--- src/rtl/regfile_mp_sb.sv ---
// regfile_mp_sb
// Multi-port register file with a per-register busy scoreboard for the
// superscalar MIPS pipeline. The issue stage reads operands and checks busy
// flags, and it marks destination registers busy. Writeback stores results
// and clears the busy flags.
//
// Ports
//   clk       rising-edge clock
//   reset     synchronous reset, active-low
//   rd_addr   N_RD read addresses, port p at [p*ADDR_W +: ADDR_W]
//   rd_data   N_RD combinational read data
//   rd_busy   N_RD combinational busy flags of the addressed registers
//   wr_en     N_WR writeback enables
//   wr_addr   N_WR writeback addresses
//   wr_data   N_WR writeback data
//   iss_en    N_WR issue enables; each marks a destination busy
//   iss_addr  N_WR issue destination addresses
//   busy_vec  registered scoreboard, one bit per register
module regfile_mp_sb #(
  parameter int DATA_W   = 32,
  parameter int ADDR_W   = 5,
  parameter int NUM_REGS = 32,
  parameter int N_RD     = 4,
  parameter int N_WR     = 2,
  parameter int BYPASS   = 1,
  parameter int ZERO_REG = 1
) (
  input  logic                     clk,
  input  logic                     reset,
  input  logic [N_RD*ADDR_W-1:0]   rd_addr,
  output logic [N_RD*DATA_W-1:0]   rd_data,
  output logic [N_RD-1:0]          rd_busy,
  input  logic [N_WR-1:0]          wr_en,
  input  logic [N_WR*ADDR_W-1:0]   wr_addr,
  input  logic [N_WR*DATA_W-1:0]   wr_data,
  input  logic [N_WR-1:0]          iss_en,
  input  logic [N_WR*ADDR_W-1:0]   iss_addr,
  output logic [NUM_REGS-1:0]      busy_vec
);

  generate
    if (NUM_REGS != 2**ADDR_W) begin : g_bad_num_regs
      $error("regfile_mp_sb: NUM_REGS must equal 2**ADDR_W");
    end
    if (N_RD < 1) begin : g_bad_n_rd
      $error("regfile_mp_sb: N_RD must be at least 1");
    end
    if (N_WR < 1) begin : g_bad_n_wr
      $error("regfile_mp_sb: N_WR must be at least 1");
    end
  endgenerate

  logic [DATA_W-1:0]   regs [NUM_REGS];
  logic [NUM_REGS-1:0] busy_q;
  logic [NUM_REGS-1:0] set_vec;
  logic [NUM_REGS-1:0] clr_vec;
  logic [NUM_REGS-1:0] busy_nxt;

  // Per-register set (issue) and clear (writeback) strobes for this cycle.
  always_comb begin
    set_vec = '0;
    clr_vec = '0;
    for (int i = 0; i < N_WR; i++) begin
      if (iss_en[i]) set_vec[iss_addr[i*ADDR_W +: ADDR_W]] = 1'b1;
      if (wr_en[i])  clr_vec[wr_addr[i*ADDR_W +: ADDR_W]]  = 1'b1;
    end
  end

  // A new producer supersedes the one completing, so set wins over clear.
  always_comb begin
    busy_nxt = set_vec | (busy_q & ~clr_vec);
    if (ZERO_REG != 0) busy_nxt[0] = 1'b0;
  end

  // Later write ports are younger instructions; the last assignment wins.
  always_ff @(posedge clk) begin
    if (!reset) begin
      for (int r = 0; r < NUM_REGS; r++) regs[r] <= '0;
      busy_q <= '0;
    end else begin
      for (int w = 0; w < N_WR; w++) begin
        if (wr_en[w] &&
            !((ZERO_REG != 0) && (wr_addr[w*ADDR_W +: ADDR_W] == '0))) begin
          regs[wr_addr[w*ADDR_W +: ADDR_W]] <= wr_data[w*DATA_W +: DATA_W];
        end
      end
      busy_q <= busy_nxt;
    end
  end

  assign busy_vec = busy_q;

  for (genvar p = 0; p < N_RD; p++) begin : g_rd
    logic [ADDR_W-1:0] addr;
    logic [DATA_W-1:0] val;
    logic              bsy;

    assign addr = rd_addr[p*ADDR_W +: ADDR_W];

    always_comb begin
      val = regs[addr];
      bsy = busy_q[addr];
      if (BYPASS != 0) begin
        // Highest-index matching writer is forwarded, same as the store.
        for (int w = 0; w < N_WR; w++) begin
          if (wr_en[w] && (wr_addr[w*ADDR_W +: ADDR_W] == addr)) begin
            val = wr_data[w*DATA_W +: DATA_W];
          end
        end
        // A completing writeback makes the operand usable now; a
        // same-cycle issue only shows up after the edge.
        if (clr_vec[addr]) bsy = 1'b0;
      end
      if ((ZERO_REG != 0) && (addr == '0)) begin
        val = '0;
        bsy = 1'b0;
      end
    end

    assign rd_data[p*DATA_W +: DATA_W] = val;
    assign rd_busy[p] = bsy;
  end

endmodule

--- config.mk ---
export PLATFORM = sky130hd
export DESIGN_NAME = regfile_mp_sb
export DESIGN_NICKNAME = d
export VERILOG_FILES = /design/src/rtl/regfile_mp_sb.sv
export SDC_FILE = /design/constraint.sdc
export NUM_CORES = 2
export LEC_CHECK = 0
export BUFFER_PORTS_ARGS = -buffer_cell sky130_fd_sc_hd__buf_2
export CAP_MARGIN = 20
export CORE_ASPECT_RATIO = 1.2
export CORE_MARGIN = 2
export CORE_UTILIZATION = 26
export DETAILED_ROUTE_END_ITERATION = 6
export PLACE_DENSITY = 0.37
export SLEW_MARGIN = 0
export SYNTH_ARGS = -nofsm -noshare
export SYNTH_HDL_FRONTEND = slang
export SYNTH_SLANG_ARGS = --single-unit
--- constraint.sdc ---
create_clock -name clk -period 4.65 [get_ports clk]
set_input_delay 0.93 -clock clk [delete_from_list [all_inputs] [get_ports clk]]
set_output_delay 0.93 -clock clk [all_outputs]
set_load 0.1 [all_outputs]
==> flow_metrics.tcl <==
set metrics [dict create \
    min_path_type "in -> reg" \
    synth_fa_ha_area_share_pct 0 \
    setup_violations 3 \
    grt_pass1_vias 68500 \
    wire_per_inst_um 50.4 \
    nets 6285 \
    seq_area_frac_synth_pct 38.8 \
    start_kind "input pin" \
    p_clk_share_pct 34.8 \
    drive_gt1_share_pct 40.5 \
    mostFrequentLayoutCells "mux4_2, edfxtp_1, a22o_1, buf_4, buf_12" \
    dieArea_um2 316000 \
    violations "negative setup slack" \
    p_seq_share_pct 35.8 \
    cts_tree "done" \
    layout_commonest_cell "mux4_2" \
    syn-cell-area_um2 80900 \
    wirelength_mm 522 \
    rsz0062_at_grt "yes" \
    crit_slowest_cell "nor3_1" \
    cts_sinks 1055 \
    status "finished with violations" \
    required_ps 3720 \
    start_util_pct 26.1 \
    finalCritPeriodShare_pct 101 \
    synth_top_family_by_area "multiplexers" \
    synth_compound_area_share_pct 17.7 \
    syn_inst 5873 \
    ys_types 67 \
    muxShareOfSynthArea_pct 33.9 \
    area_growth_pct 22.3 \
    synth_xor_xnor_area_share_pct 0.433 \
    die_w_um 513 \
    intPower_mw 21.1 \
    dpl.hpwl_mm 346 \
    max_stage_delay_ps 640 \
    avgSynthCellArea_um2 13.8 \
    die_h_um 615 \
    grt.total_usage_pct 32.1 \
    synthSimpleGateAreaFrac_pct 4.19 \
    numCtsBuffers 145 \
    peakVddDrop_mv 0.272 \
    leakage_nw 33.5 \
    drt_pre_antenna_iters 7 \
    ys.flop_type "edfxtp_1" \
    hold_viol 0 \
    clk_path_buf_depth 4 \
    combPwrFrac_pct 29.4 \
    grt_max_degree 59 \
    path_class "in -> out" \
    clockRootBuffer "clkbuf_16" \
    power.total_mw 32.5 \
    num_io_pins 274 \
    endpoint_kind "output port" \
    crit_arrival_ps 3780 \
    tightest_slew_ps 1180 \
    critical_path.cell_chain "buf_8 -> buf_16 -> buf_12 -> mux4_2 -> mux2i_1 -> o22ai_1 -> nor3_1 -> o21ai_1 -> buf_4 -> buf_12" \
    grt_antenna_before_repair 34 \
    max_freq_ghz 0.212 \
    fin_skew_ps 0 \
    ys_warn_count 0 \
    whs_ps 586 \
    slew_headroom_pct 21.3 \
    synthArstFlopShare_pct 0 \
    maxCapViolCount 0 \
    place_ws_ps -441 \
    synth_edf_count 1024 \
    slew_violations 0 \
    gr-total-overflow 0 \
    route.detailed.drc 0 \
    port_buffers 272 \
    cpMostUsedCell "buf_12" \
    core_um2 310000 \
    num_vias 71100 \
    sw_frac_of_total_pct 34.9 \
    synth_seq_cells 1055 \
    ff2ff_path_depth 2 \
    drt_iter0_drc 11000 \
    fillCellCount 30500 \
    power.density_nw_per_um2 328 \
    antenna_left 0 \
    hold_depth 2 \
    path_clk_slew_ps 60 \
    grt_first_pass_wirelength_mm 680 \
    gp_congestion 0.942 \
    clk_latency_ps 800 \
    setup_ws_ps -63.8 \
    path_max_fanout 9 \
    htree_levels 4 \
    via_per_inst 6.86 \
    layout_min_cycle_time_ps 4710 \
    p_switching_mw 11.3 \
    rows 224 \
]
[cell type report]
class	instances	area, um2	share of cell area [%]
multi-input cells	3893	46600	47.0
flip-flops and latches	1055	31400	31.7
repair buffers	1050	11300	11.4
well taps	4068	5090	5.14
clock buffers	178	3790	3.83
clock inverters	73	719	0.726
inverters	30	118	0.119
diodes	24	60.1	0.0606
[repair_timing]
item                                    4_1_cts  5_1_grt
setup buffers                                 3        3
gates resized for setup                      16       18
endpoints found under the setup margin       15       11
hold buffers                                  0        0
[per-layer routing]
layer	track usage (%)	wire length, um	vias to the layer above
met4	20.7	39700	13
met2	50.4	239000	5540
met1	39.7	194000	38400
met5	0.259	191	-
met3	7.26	50100	1330
li1	-	-	25900
[power groups by stage]
| stage | Clock, mW | Sequential [mW] | Combinational [mW] |
|---|---|---|---|
| final | 11.3 | 11.6 | 9.54 |
| after global routing | 11.7 | 11.7 | 9.61 |
| after CTS | 11.4 | 11.6 | 9.37 |
| after detailed placement | 0 | 11.8 | 9.34 |
| after global placement | 0 | 11.8 | 9.34 |
| after floorplan | 0 | 11.6 | 5.28 |
[worst max-delay path: cells and delay by family]
kind	cells	cell delay [ps]
buffers and inverters	5	1010
muxes	2	740
and+or+nand+nor	1	640
AOI/OAI and AO/OA	2	380
[Yosys cell counts (all sizes together) (18+ instances only)]
master	count	area, um2
dfxtp	31	621
a21o	21	158
buf	360	1860
nor2	164	616
mux4	1120	25200
nand2	200	751
a21oi	129	646
o22ai	83	519
and2	23	144
nand3	26	130
a22oi	169	1270
nand3b	34	255
a222oi	29	290
xor2	27	236
a22o	992	8690
a211oi	154	1160
clkbuf	567	2130
o21ai	132	661
inv	29	109
mux2i	204	2040
o221ai	25	219
nor3	44	275
edfxtp	1024	30700
nor2b	77	482
a221o	18	180
[per-stage QoR]
step | instance area [um2] | instances | setup TNS (ps) | utilization (%)
after global routing | 99000 | 10400 | -7.16 | 31.9
after detailed placement | 94200 | 10100 | -1870 | 30.4
final | 99000 | 10400 | -137 | 31.9
after floorplan | 81300 | 5905 | 0 | -
after global placement | 94200 | 10100 | -2130 | 30.4
after CTS | 98800 | 10300 | -29.9 | 31.9
[sequential cells by signal (all words and copies together) (netlist names)]
name / flops
busy_vec: 31
regs: 1024
[final timing paths]
path | startpoint | to | slack [ps]
max | rd_addr[0] | rd_data[11] | -60
min | wr_data[42] | regs[29][10]$_DFFE_PP_ | 590
max reg2reg | busy_vec[2]$_SDFF_PN0_ | busy_vec[2]$_SDFF_PN0_ | 3640
min reg2reg | busy_vec[10]$_SDFF_PN0_ | busy_vec[10]$_SDFF_PN0_ | 630
[cell families after synthesis]
logic type             count (synthesis)
other                                  1
AO/OA/AOI/OAI                       1812
AND/OR/NAND/NOR                      668
multiplexers                        1340
XOR/XNOR                              40
buffers and inverters                957
flip-flops                          1055
Note: power is estimated with default switching activity, not from simulation.
